--- src/rtl/sysinfo_regs.sv ---
// System-information Avalon-MM slave: build constants, scratch register,
// 64-bit uptime with tear-free high-word snapshot, and a seconds counter.
module sysinfo_regs #(
  parameter logic [31:0] SYSTEM_ID = 32'h0000_0000,
  parameter logic [31:0] TIMESTAMP = 32'd0,
  parameter logic [31:0] VERSION   = 32'h0001_0000,
  parameter int unsigned CLK_HZ    = 50_000_000,
  parameter int unsigned ADDR_W    = 3
) (
  input  logic              clock,
  input  logic              reset_n,
  input  logic [ADDR_W-1:0] address,
  input  logic              read,
  input  logic              write,
  input  logic [31:0]       writedata,
  input  logic [3:0]        byteenable,
  output logic [31:0]       readdata,
  output logic              readdatavalid
);

  localparam logic [31:0] CLK_HZ_W = 32'(CLK_HZ);
  localparam logic [31:0] PS_LAST  = 32'(CLK_HZ - 1);

  logic [31:0] scratch_q,   scratch_d;
  logic [63:0] uptime_q,    uptime_d;
  logic [31:0] hi_snap_q,   hi_snap_d;
  logic [31:0] prescale_q,  prescale_d;
  logic [31:0] seconds_q,   seconds_d;
  logic [31:0] readdata_q,  readdata_d;
  logic        rdvalid_q,   rdvalid_d;

  logic        in_map;
  logic [2:0]  word;
  logic [31:0] rd_word;

  // Addresses at or above 8 must not alias onto the 8-word map.
  assign in_map = ((address >> 3) == '0);
  assign word   = address[2:0];

  always_comb begin
    rd_word = '0;
    if (in_map) begin
      case (word)
        3'd0:    rd_word = SYSTEM_ID;
        3'd1:    rd_word = TIMESTAMP;
        3'd2:    rd_word = VERSION;
        3'd3:    rd_word = scratch_q;
        3'd4:    rd_word = uptime_q[31:0];
        3'd5:    rd_word = hi_snap_q;
        3'd6:    rd_word = seconds_q;
        default: rd_word = CLK_HZ_W;
      endcase
    end
  end

  always_comb begin
    scratch_d  = scratch_q;
    hi_snap_d  = hi_snap_q;
    uptime_d   = uptime_q + 64'd1;
    prescale_d = prescale_q + 32'd1;
    seconds_d  = seconds_q;
    readdata_d = readdata_q;
    rdvalid_d  = read;

    if (prescale_q == PS_LAST) begin
      prescale_d = '0;
      seconds_d  = seconds_q + 32'd1;
    end

    if (write && in_map && (word == 3'd3)) begin
      for (int unsigned i = 0; i < 4; i++) begin
        if (byteenable[i]) scratch_d[8*i +: 8] = writedata[8*i +: 8];
      end
    end

    if (read) begin
      readdata_d = rd_word;
      // Latch the high half alongside the low-word read so LO/HI pairs stay coherent.
      if (in_map && (word == 3'd4)) hi_snap_d = uptime_q[63:32];
    end
  end

  always_ff @(posedge clock or negedge reset_n) begin
    if (!reset_n) begin
      scratch_q  <= '0;
      uptime_q   <= '0;
      hi_snap_q  <= '0;
      prescale_q <= '0;
      seconds_q  <= '0;
      readdata_q <= '0;
      rdvalid_q  <= 1'b0;
    end else begin
      scratch_q  <= scratch_d;
      uptime_q   <= uptime_d;
      hi_snap_q  <= hi_snap_d;
      prescale_q <= prescale_d;
      seconds_q  <= seconds_d;
      readdata_q <= readdata_d;
      rdvalid_q  <= rdvalid_d;
    end
  end

  assign readdata      = readdata_q;
  assign readdatavalid = rdvalid_q;

endmodule

--- config.mk ---
export PLATFORM = sky130hd
export DESIGN_NAME = sysinfo_regs
export DESIGN_NICKNAME = d
export VERILOG_FILES = /design/src/rtl/sysinfo_regs.sv
export SDC_FILE = /design/constraint.sdc
export NUM_CORES = 1
export LEC_CHECK = 0
export CAP_MARGIN = 25
export CORE_MARGIN = 1.5
export CORE_UTILIZATION = 45
export CTS_CLUSTER_DIAMETER = 40
export CTS_CLUSTER_SIZE = 40
export DETAILED_ROUTE_END_ITERATION = 16
export PLACE_DENSITY = 0.65
export SETUP_SLACK_MARGIN = 0.3
export SYNTH_ARGS = -nofsm -noshare
export SYNTH_HDL_FRONTEND = slang
export SYNTH_SLANG_ARGS = --single-unit
--- constraint.sdc ---
create_clock -name clock -period 2.5 [get_ports clock]
set_input_delay 0.5 -clock clock [delete_from_list [all_inputs] [get_ports clock]]
set_output_delay 0.5 -clock clock [all_outputs]
set_load 0.005 [all_outputs]
## Word level (Yosys, flattened, before mapping)

Index checks and enable logic that the tools add are counted.

- Register bits: 225
- Input bits: 43
- Output and inout port bits: 33
- Word-level logic and storage cells: 30

- Add/sub/neg operators: 3
- Equality and inequality tests: 7
- Muxes and demuxes: 2
- Reduce and logical (&&, ||, !) cells: 8

Operators by type and width:

| operator | count |
|---|---|
| one-hot mux 32 bit (6 select lines) | 1 |
| adder 32 x 1 -> 32 bit, second input constant | 2 |
| adder 64 x 1 -> 64 bit, second input constant | 1 |
| equality test 32 x 26 -> 1 bit, second input constant | 1 |
| two-way mux 32 bit | 1 |
| AND reduction 2 bit | 5 |
| equality test 3 bit, second input constant | 3 |
| equality test 3 x 2 -> 1 bit, second input constant | 2 |
| equality test 3 x 1 -> 1 bit, second input constant | 1 |
| zero test 3 bit | 1 |
| OR reduction 2 bit | 1 |
| logical AND 1 bit | 1 |

## Longest topological paths before layout

- Depth in word-level cells: 3
- Mapped depth: 7
- Depth with buffers taken out: 6

## Least setup slack after synthesis

OpenSTA, ideal clock, no wires.

- Path type: register -> register
- From: register prescale_q[11]
- To: register seconds_q[23]
- Library setup time: 0.079 ns
- Arrival: 1.870 ns
- Data required time: 2.421 ns
- Path slack: 0.551 ns
- Stages on the path, launching flop included: 7
- Path buffers: 1
- Period minus slack after synthesis: 1.949 ns
- Path through: dfrtp_1 > buf_2 > nor4_1 > nand4_1 > nor4_4 > and4_1 > xor2_1

- Longest elaborated chain between the ends: 1

RTL lines:

| item | RTL line | source |
|---|---|---|
| from (decl) | 27 | `logic [31:0] prescale_q, prescale_d;` |
| from (signal assigned) | 96 | `prescale_q <= prescale_d;` |
| equality test 32 x 26 -> 1 bit | 65 | `if (prescale_q == PS_LAST) begin` |
| to (signal assigned) | 97 | `seconds_q <= seconds_d;` |
| to (decl) | 28 | `logic [31:0] seconds_q, seconds_d;` |

Every way passes these cells.
A chain may end at the register's enable or synchronous reset.

## Worst setup path after layout

- From: register uptime_q[5]
- To: register uptime_q[63]

- Longest elaborated chain between the ends: 1

RTL lines:

| item | RTL line | source |
|---|---|---|
| from (decl) | 25 | `logic [63:0] uptime_q, uptime_d;` |
| from (signal assigned) | 94 | `uptime_q <= uptime_d;` |
| adder 64 x 1 -> 64 bit | 59 | `uptime_d = uptime_q + 64'd1;` |
| named net uptime_d[63] | 25 |  |

The timed path passes the listed nets, and every way through them passes these cells.

==> flow_summary.toml <==
[synth]
synthTopCellsByArea = "dfrtp_1 (56%), mux2_2 (7.1%), xor2_1 (5.5%)"
synth_xor_area_frac = 0.103
synthCells = 884
synth_area_um2 = 10100
ys_ff_latch = 225
async_reset_ff_frac = 1.00
synthMostInstantiatedCell = "dfrtp_1"
synthFlopType = "dfrtp_1"
syn_avg_cell_area_um2 = 11.4
synth_common_cells = "dfrtp_1 (225), mux2_2 (64), xor2_1 (64)"
synthAdderAreaFrac = 0.00371
synth_seq_area_share = 0.557
synth-simple-area-share = 0.160
synth_edf_count = 0
yosys.area.top_type = "dfrtp_1"
synthDistinctLibCells = 46
synth_compound_area_frac = 0.0758
ys.warnings.count = 0
synth_fp_nets = 930
synth_top_area_share = 0.557
synth_top_family_by_area = "simple AND/OR/NAND/NOR gates"
synth.area.mux_share = 0.0723

[clock_network]
cts_root_buffer = "clkbuf_16"
cts_tree = "built"
cts.clk_slew.worst_paths_ps = 60
h-tree-depth = 2
worstSkewPairLatency_ps = 510
clock_sinks = 225
cts_made_buffers = 35
clk_path_buf_depth = 3

[die]
dieArea_um2 = 23400
start_util = 0.461
row_count = 54
chipWidth_um = 153
ios = 76
core_um2 = 22000
die_h_um = 153

[route]
drc = 8
avgRoutedWirePerCell_um = 19.2
drt_first_pass_iters = 11
vias = 7448
routed_wl_mm = 25.3
postRouteAntennaNets = 0
drt_iter0_drc = 575
viasPerCell = 5.64

[placement]
placed_area_um2 = 11500
io_buffers = 75
gp_congestion = 0.881
dp_hpwl_mm = 17.6

[final_layout]
area_growth_pct = 26.7
fin_util = 0.583
nets = 1061
final_area_um2 = 12800
antenna_cells = 0
fillers = 1835
layout-drive-gt1-share = 0.191

[timing]
finalSetupViolCount = 0
timing.fmax_ghz = 0.463
hold_ws_ps = 476
timing.max_slew.rel_slack = 0.648
finalCritPeriodShare = 0.863
clock_skew_ps = 19.1
rsz0062_at_grt = "no"
min_period_ps = 2160
worst_pin_slew_ps = 528
setup_tns_ps = 0
finalMaxSlewViolations = 0
hold_viol = 0

[global_routing]
grt_pass1_wl_mm = 40.4
antenna_found_initial = 0
grt_pass1_vias = 7200
grt_max_degree = 66
grt_overflow = 0
grtUsageTotal = 0.219

[worst_setup_path]
worstPathCellList = "nand4_1 -> nor4_1 -> nand4_1 -> buf_4 -> nor4_1 -> buf_4 -> xor2_1"
arrival_ps = 2590
cp-start-kind = "flop"
endpoint_kind = "flop"
path_max_fanout = 6
crit_family = "simple AND/OR/NAND/NOR gates"
cp.required_ps = 2930
crit_path_max_incr_delay_ps = 460
worst-setup-path-type = "reg2reg"
crit_slowest_cell = "dfrtp_1"
critPathBufInv = 2

[power]
power_mw = 9.52
ir_drop_v = 0.000511
pwr_density_cell_nw_per_um2 = 743
p_leak_nw = 5.84

[status]
outcome = "finished, violations left"
violations = "DRC"

[run]
cap_violations = 0

[hold_path]
hold_class = "reg2reg"
-- cells in the final DEF (no fill, tap or decap), types with 3 or more instances in the layout --
cell type / count
nand3_1: 45
nand2_1: 55
and2_1: 5
xor2_1: 64
nor3_1: 25
a21oi_1: 14
inv_1: 38
xnor2_1: 55
o22ai_1: 21
nand4_1: 32
and4_1: 10
a22o_1: 19
and3_1: 14
a221oi_1: 31
bufinv_16: 6
nor4_2: 4
inv_6: 6
o21a_1: 3
o21ai_0: 3
a22oi_1: 12
buf_4: 49
mux2_2: 64
dfrtp_1: 223
clkbuf_8: 4
clkbuf_1: 5
nor4_1: 16
clkdlybuf4s50_1: 74
or3_1: 3
nor4_4: 3
nor2_1: 58
buf_12: 4
clkbuf_16: 35
ha_1: 3
-- layout make-up --
cell class,instances,area [um2],share of cell area
clock buffers,44,950,0.0741
clock inverters,18,275,0.0215
inverters,38,143,0.0111
multi-input cells,586,4250,0.332
flip-flops and latches,225,5630,0.440
well taps,280,350,0.0273
repair buffers,129,1210,0.0947
-- per-layer routing --
metal / GRT usage / share of wire / routed length, um / up-vias
li1: - / - / - / 3445
met1: 0.321 / 0.48 / 12200 / 3684
met2: 0.330 / 0.44 / 11000 / 261
met3: 0.0357 / 0.055 / 1380 / 58
met4: 0.0747 / 0.029 / 742 / 0
met5: 0 / 0 / 0 / -
-- worst register-to-register path, stage by stage (launching register included) --
cell,delay [ps]
dfrtp_1,460
nand4_1,280
nor4_1,350
nand4_1,170
buf_4,200
nor4_1,280
buf_4,180
xor2_1,150
-- timing repair --
item / 4_1_cts / 5_1_grt
resized for setup: 1 / 9
buffers inserted: 0 / 4
hold buffers: 1 / 0
hold endpoints to repair: 60 / 0
setup endpoints to repair: 12 / 42
pin swaps: 0 / 2
-- registers in the layout (all words and copies together), names as in the netlist --
signal and cells:
readdatavalid 1, seconds_q 32, scratch_q 32, uptime_q 64
prescale_q 32, readdata 32, hi_snap_q 32
-- final timing paths --
check                      cells after the start           from  slack, ps       endpoint
max                                            7    uptime_q[5]        340   uptime_q[63]
min in group asynchronous                      2        reset_n        540  hi_snap_q[25]
max reg2reg                                    7    uptime_q[5]        340   uptime_q[63]
min reg2reg                                    1  prescale_q[0]        480  prescale_q[0]
min                                            1  prescale_q[0]        480  prescale_q[0]
max in group asynchronous                      3        reset_n       1160   scratch_q[9]
-- power breakdown --
| part | switching, mW | internal (mW) |
|---|---|---|
| sequential | 0.115 | 3.80 |
| clock | 1.75 | 3.33 |
| combinational | 0.232 | 0.290 |
| total | 2.10 | 7.43 |
-- per-stage QoR --
step	setup WS, ps	instances
after floorplan	551	884
after global placement	73.8	1253
after detailed placement	6.02	1253
after CTS	310	1316
after global routing	272	1320
final	342	1320
-- logic make-up after synthesis --
family | after synthesis
fa+ha+maj | 3
simple gates | 296
compound gates | 103
xor+xnor | 119
mux | 65
buf+inv | 73
flops | 225
No activity file was read; power rests on OpenSTA's default activity.
